File: config.mk
export PLATFORM = sky130hd
export DESIGN_NAME = rf_scoreboard
export DESIGN_NICKNAME = d
export VERILOG_FILES = /design/src/rtl/rf_scoreboard.sv
export SDC_FILE = /design/constraint.sdc
export NUM_CORES = 2
export LEC_CHECK = 0
export ABC_AREA = 1
export CAP_MARGIN = 20
export CORE_MARGIN = 2
export CORE_UTILIZATION = 51
export DETAILED_ROUTE_END_ITERATION = 8
export PLACE_DENSITY_LB_ADDON = 0.08
export SLEW_MARGIN = 30
export SYNTH_ARGS = -nofsm -noshare
export SYNTH_HDL_FRONTEND = slang
export SYNTH_SLANG_ARGS = --single-unit
File: constraint.sdc
create_clock -name clk -period 9.7 [get_ports clk]
set_clock_uncertainty 0.05 [all_clocks]
set_input_delay 2.91 -clock clk [delete_from_list [all_inputs] [get_ports clk]]
set_output_delay 2.91 -clock clk [all_outputs]
set_load 0.03 [all_outputs]
File: src/rtl/rf_scoreboard.sv
// rtl/rf_scoreboard.sv - GPR file with combinational reads, one write-back port and a pending-write scoreboard
//
// Purpose:
//   Register file for the ID stage. Each register has a small pending-write
//   counter. Decode bumps the counter of an issuing instruction's destination,
//   and write-back decrements it. Stall is raised while any used source
//   operand still has an outstanding write.
//   Optional feature macro: RF_BYPASS_EN. When it is defined, write-back data
//   and the write-back retire are visible to the read ports in the same cycle.
//
// Ports:
//   clk       rising-edge clock
//   reset     synchronous, active-high
//   RAddr     NRD packed read indices, port k at [k*ADDR_W +: ADDR_W]
//   RUse      per-port flag: port k carries a real source operand
//   RData     NRD packed read data, port k at [k*DATA_W +: DATA_W]
//   Stall     a used, non-zero source register has a pending write
//   IssValid  decode requests to mark IssDst pending
//   IssDst    destination register of the issuing instruction
//   IssReady  the issue is accepted this cycle
//   WE        write-back enable; also retires one pending write
//   WAddr     write-back index
//   WData     write-back data
//   Err       sticky: a retire arrived while the pending count was zero
module rf_scoreboard #(
  parameter int DATA_W = 32,
  parameter int ADDR_W = 5,
  parameter int NRD    = 2,
  parameter int CNT_W  = 2
) (
  input  logic                  clk,
  input  logic                  reset,
  input  logic [NRD*ADDR_W-1:0] RAddr,
  input  logic [NRD-1:0]        RUse,
  output logic [NRD*DATA_W-1:0] RData,
  output logic                  Stall,
  input  logic                  IssValid,
  input  logic [ADDR_W-1:0]     IssDst,
  output logic                  IssReady,
  input  logic                  WE,
  input  logic [ADDR_W-1:0]     WAddr,
  input  logic [DATA_W-1:0]     WData,
  output logic                  Err
);

  localparam int DEPTH = 2 ** ADDR_W;
  localparam logic [CNT_W-1:0] CNT_MAX = {CNT_W{1'b1}};

  logic [DATA_W-1:0] rf  [DEPTH];
  logic [CNT_W-1:0]  cnt [DEPTH];

  logic           ret;
  logic           iss_fire;
  logic           iss_ret;
  logic [NRD-1:0] stall_vec;

  // Register 0 is hard-wired: writes to it neither store data nor retire.
  assign ret = WE && (WAddr != '0);

  // A retire of the same register in this cycle frees a slot, so a full
  // counter can still accept the issue (the counter then stays unchanged).
  assign iss_ret  = WE && (WAddr == IssDst);
  assign IssReady = !((IssDst != '0) && (cnt[IssDst] == CNT_MAX) && !iss_ret);
  assign iss_fire = IssValid && IssReady && (IssDst != '0);

  always_ff @(posedge clk) begin
    if (reset) begin
      for (int r = 0; r < DEPTH; r++) begin
        rf[r]  <= '0;
        cnt[r] <= '0;
      end
      Err <= 1'b0;
    end else begin
      if (ret) begin
        rf[WAddr] <= WData;
        if (cnt[WAddr] == '0) begin
          Err <= 1'b1;
        end
      end
      // Issue and retire of the same register cancel out. When they target
      // different registers the two updates never touch the same entry.
      if (iss_fire && !(ret && (WAddr == IssDst))) begin
        cnt[IssDst] <= cnt[IssDst] + 1'b1;
      end
      if (ret && !(iss_fire && (WAddr == IssDst)) && (cnt[WAddr] != '0)) begin
        cnt[WAddr] <= cnt[WAddr] - 1'b1;
      end
    end
  end

  genvar k;
  generate
    for (k = 0; k < NRD; k++) begin : g_rd
      logic [ADDR_W-1:0] ra;
      logic [CNT_W-1:0]  cnt_eff;

      assign ra = RAddr[k*ADDR_W +: ADDR_W];

`ifdef RF_BYPASS_EN
      logic hit;
      assign hit = WE && (WAddr == ra);
      // The write-back in flight counts as already retired, so the last
      // outstanding write clears the stall in its own cycle.
      assign cnt_eff = cnt[ra] - CNT_W'(hit);
      assign RData[k*DATA_W +: DATA_W] = (ra == '0) ? '0 : (hit ? WData : rf[ra]);
`else
      assign cnt_eff = cnt[ra];
      assign RData[k*DATA_W +: DATA_W] = (ra == '0) ? '0 : rf[ra];
`endif

      assign stall_vec[k] = RUse[k] && (ra != '0) && (cnt_eff != '0);
    end
  endgenerate

  assign Stall = |stall_vec;

endmodule

## Word-level counts from Yosys, hierarchy flattened

Memory sizes are Yosys's and may differ from the RTL's.
Index checks and enable logic that the tools add are counted.

| storage, ports and cells | value |
|---|---|
| bits in registers | 1 |
| memory bits (writable) | 1088 |
| bits of input ports | 58 |
| output and inout bits | 67 |
| word-level logic and storage cells | 63 |
| memories kept | 2 |

Memories:

| memory | depth | width | rd ports | clocked after Yosys merged registers in | wr ports | line | RTL |
|---|---|---|---|---|---|---|---|
| rf | 32 | 32 | 2 | 0 | 32 | 49 | `logic [DATA_W-1:0] rf [DEPTH];` |
| cnt | 32 | 2 | 4 | 0 | 32 | 50 | `logic [CNT_W-1:0] cnt [DEPTH];` |

| cells by class | value |
|---|---|
| add/sub/neg operators | 2 |
| equal/unequal tests | 2 |
| muxes and demuxes | 22 |
| reduce and logical (&&, ||, !) cells | 34 |

Operators by type and width:

| cell | count |
|---|---|
| two-way mux 32 bit | 3 |
| OR reduction 32 bit | 1 |
| nonzero test 5 bit | 4 |
| logical AND 1 bit | 15 |
| two-way mux 5 bit | 3 |
| two-way mux 1 bit | 14 |
| logical NOT 5 bit | 2 |
| nonzero test 2 bit | 3 |
| OR reduction 2 bit | 3 |
| equality test 5 bit | 1 |
| logical NOT 1 bit | 4 |
| two-way mux 2 bit | 2 |
| adder 2 x 1 -> 2 bit, second input constant | 1 |
| equality test 2 bit, second input constant | 1 |
| logical NOT 2 bit | 1 |
| AND reduction 2 bit | 1 |
| subtractor 2 x 1 -> 2 bit, second input constant | 1 |

## Depth between registers and ports, before layout

| logic depth | value |
|---|---|
| depth after elaboration | 16 |
| depth in mapped cells | 23 |
| mapped depth without buffers | 19 |

## Worst setup path after synthesis

No wires, ideal clock.

| path | value |
|---|---|
| path type | input -> output |
| start | in IssDst[1] |
| end | out IssReady |
| arrival | 4.539 ns |
| required time | 6.740 ns |
| path slack | 2.201 ns |
| cell stages on the path | 16 |
| path buffers | 2 |
| cells stage by stage | buf_4 > nand2_1 > inv_1 > nand2_1 > nand3_1 > nand2_1 > nand2_1 > inv_1 > nand2_1 > nor2_2 > buf_2 > inv_1 > ha_1 > nand2_1 > inv_2 > nand2_1 |

| on the way | value |
|---|---|
| cells in the longest elaborated chain, start to end | 5 |
| elaborated cells between the ends (all ways) | 9 |

Ends and longest elaborated chain:

| item | line | RTL |
|---|---|---|
| start: declaration | 38 | `input logic [ADDR_W-1:0] IssDst,` |
| memory (32 x 2 bit) or equality test 5 bit (tied branches) | n/a |  |
| equality test 2 bit or logical AND 1 bit (tied branches) | 63, 62 |  |
| logical AND 1 bit or logical NOT 1 bit (tied branches) | 63 | `assign IssReady = !((IssDst != '0) && (cnt[IssDst] == CNT_MAX) && !iss_ret);` |
| logical AND 1 bit * | 63 |  |
| logical NOT 1 bit * | 63 |  |
| end: declaration | 39 | `output logic IssReady,` |

Every way passes the cells marked *; elsewhere a longest branch is shown, timed or not.

## Worst setup path in the final report

| path | value |
|---|---|
| start | in RAddr[9] |
| end | out RData[43] |

| on the way | value |
|---|---|
| cells in the longest elaborated chain, start to end | 2 |
| elaborated cells between the ends (all ways) | 3 |

Ends and longest elaborated chain:

| item | line | RTL |
|---|---|---|
| start: declaration | 33 | `input logic [NRD*ADDR_W-1:0] RAddr,` |
| memory (32 x 32 bit) or logical NOT 5 bit (tied branches) | n/a |  |
| two-way mux 32 bit * | 108 | `assign RData[k*DATA_W +: DATA_W] = (ra == '0) ? '0 : rf[ra];` |
| end: declaration | 35 | `output logic [NRD*DATA_W-1:0] RData,` |

Marks and branches as above.

==> impl_results.md <==
* Status: completed
* Initial antenna violation count at 0
* RSZ-0062 raised after global routing: no
* # hold bufs at CTS at 0
* CTS buffer count at approximately 130
* CP top delay family: buffers and inverters
* Root Buffer: clkbuf_16
* CP Cell Sequence: clkdlybuf4s50_1 > clkinv_2 > nand3_2 > nand2_1 > nor2_1 > clkdlybuf4s50_1
* CP Launch Type: input port
* Slew headroom at 30.8%
* Ys Warns at 0
* Syn avg cell area at approximately 8 µm²
* Critical path arrival at between 5 and 6 ns
* CTS Sinks at roughly 1100
* Cell mode on critical path: clkdlybuf4s50_1
* Final Power at 12.2 mW
* Clk pin slew, worst setup/hold paths at approximately 0.050 ns
* Initial Util at 51.4%
* Total Negative Setup Slacks at 0 ns
* Slowest stage delay, CP at approximately 0.80 ns
* Worst vdd ir at between 0.15 and 0.2 mV
* Vias in the first global route at around 56000
* Crit Path Category: input port to output port
* Min cycle time layout at approximately 8.9 ns
* Fin nets at 7665
* DIE HEIGHT at approximately 350 µm
* Share of layout cells above drive strength 1 at ~7%
* MaxCap Viol Count at 0
* Tot GR Track Use at 41.0%
* Leak pwr at between 20 and 30 nW
* Required time worst endpoint at about 6.7 ns
* Vias per Instance at approximately 6.4
* Ports at around 130
* Total global routing overflow at 0
* Area of the core at around 0.12 mm²
* Pre-CTS WS at approximately 1.0 ns
* Synthesis-to-finish area growth at 11.2%
* CTS tree: built
* Worst hold path depth at 1
* Period utilisation layout at ~92%
* First-pass GRT wire length at roughly 370 mm
* Max Transition Viols Final at 0
* Final WL at around 260 mm
* Fill cell count at around 11000
* Buffers plus inverters on the worst setup path at 3
* Detail Route Antenna Nets at 0
* Drt first pass iters at 9
* R2R Setup Slk at 6.74 ns
* Die area at approximately 0.12 mm²
* Fin. Hold Viols at 0
* Rows at roughly 130
* Pwr dens at ~180 mW/mm²
* Largest net degree at the start of global routing at 150
* Critical path peak fanout at 22
* Routability Congestion at 0.962
* Min-Delay Path Class: flop to flop
* CTS H-tree lvls at 4
* DRC Markers at 0
* Worst Tran Pin Value at between 1 and 1.5 ns
* DRT iter0 DRCs at 9985
* FF-to-FF Start: cnt[9][1]
* Vias after detailed routing at 59700
* Post-Syn Area at 0.0617 mm²
* Crit path capture type: output port
* Worst r2r dst: cnt[23][0]
* Worst R2R Path Depth at 14
* Final instance area at about 0.069 mm²
* Placed cell count at about 9000
* WL/cell at roughly 28 µm
* Worst path slowest cell: clkdlybuf4s50_1
* Post-synthesis sequential area ratio at around 53%
* Post-cts sizing count at 0
* Setup WS post-layout at roughly 0.77 ns
* Worst hold margin at about 0.53 ns
* Layout Utilization at between 50% and 60%
* Yosys cell types at 32
* Final setup fails at 0
* Final cell count without fillers at between 9000 and 10000
* Number of synthesized register bits at about 1100
* Clock latency reported for the late side of the worst-skew pair at ~0.77 ns
* Startpoint of the lowest-slack hold path: Err
* Dpl cell area at 0.0646 mm²
* Post-DP HPWL at 142 mm
* Hold path endpoint: Err
* Clock Path Buffers at 3
* Die Width at roughly 350 µm
* Post-CTS Setup Bufs at 0
* PortBufs at ~120
* Mapped Cells at between 7000 and 8000
* Highest clock rate at approximately 110 MHz
-- metal layers --
| layer | vias to the layer above | routed length (µm) | GRT usage (%) |
|---|---|---|---|
| met3 | 922 | 35100 | 10.2 |
| met5 | - | 0 | 0 |
| met4 | 0 | 17200 | 25.6 |
| met2 | 4687 | 111000 | 61.4 |
| li1 | 25900 | - | - |
| met1 | 28200 | 93100 | 53.3 |
-- final cells by class --
cell class | instances | area (µm²) | area share [%]
antenna | 4 | 10.0 | 0.0146
clock buffer | 174 | 3610 | 5.26
clock inverter | 64 | 394 | 0.574
inverter | 150 | 608 | 0.886
multi-input combinational | 5907 | 25700 | 37.4
sequential | 1089 | 32700 | 47.6
tap | 1612 | 2020 | 2.94
timing repair buffer | 326 | 3600 | 5.25
-- report_power, final --
| part | internal (mW) | switching (mW) | total, mW |
|---|---|---|---|
| clock network | 2.71 | 2.01 | 4.72 |
| registers | 5.44 | 0.137 | 5.57 |
| logic | 0.522 | 1.38 | 1.90 |
| total | 8.67 | 3.52 | 12.2 |
-- placed cells by master (no fill, tap or decap), drive strengths merged, types with 2 or more instances in the layout --
master,Yosys,layout
a21oi,460,460
a22oi,16,16
buf,350,270
bufinv,0,4
clkbuf,361,174
clkdlybuf4s50,0,56
clkinv,5,59
conb,1,34
diode,0,4
edfxtp,1088,1088
ha,2,2
inv,145,151
nand2,2064,2064
nand3,869,869
nand4,65,65
nor2,1700,1700
nor3,19,19
o21ai,433,433
o221ai,2,2
o22ai,89,89
o31ai,148,148
xnor2,2,2
-- synthesized netlist by cell type, drive strengths merged --
| cell | instances | share of area [%] |
|---|---|---|
| nand2 | 2064 | 13 |
| nor2 | 1700 | 10 |
| edfxtp | 1088 | 53 |
| nand3 | 869 | 7.1 |
| a21oi | 460 | 3.7 |
| o21ai | 433 | 3.5 |
| clkbuf | 361 | 2.2 |
| buf | 350 | 2.8 |
| o31ai | 148 | 1.8 |
| inv | 145 | 0.88 |
| o22ai | 89 | 0.90 |
| nand4 | 65 | 0.66 |
| nor3 | 19 | 0.16 |
| a22oi | 16 | 0.19 |
| clkinv | 5 | 0.030 |
| ha | 2 | 0.041 |
| o221ai | 2 | 0.028 |
| xnor2 | 2 | 0.028 |
| a22o | 1 | 0.014 |
| conb | 1 | 0.0061 |
| dfxtp | 1 | 0.032 |
| nand3b | 1 | 0.012 |
| o211ai | 1 | 0.012 |
| or2 | 1 | 0.010 |
-- cell families after synthesis --
kind of cell / count (synthesis) / share of synthesized area [%]
compound gates: 1150 / 10.2
xor+xnor: 2 / 0.0284
fa+ha+maj: 2 / 0.0406
buf+inv: 861 / 5.89
flops: 1089 / 53.0
other cells: 1 / 0.00608
simple gates: 4719 / 30.8
-- worst max path at each step --
stage	startpoint	end	slack [ns]	cells past startpoint
6_report	RAddr[9]	RData[43]	0.77	6
3_3_place_gp	RAddr[9]	RData[43]	1.03	6
3_5_place_dp	RAddr[9]	RData[43]	1.0	6
2_1_floorplan	IssDst[1]	IssReady	2.20	16
5_1_grt	IssDst[0]	IssReady	0.76	17
4_1_cts	RAddr[9]	RData[43]	0.99	6
-- state kept, by name, summed over array words and instances, names as in the netlist --
| signal | count |
|---|---|
| rf | 1024 |
| cnt | 64 |
| Err | 1 |
(Power assumes the default switching activity.)
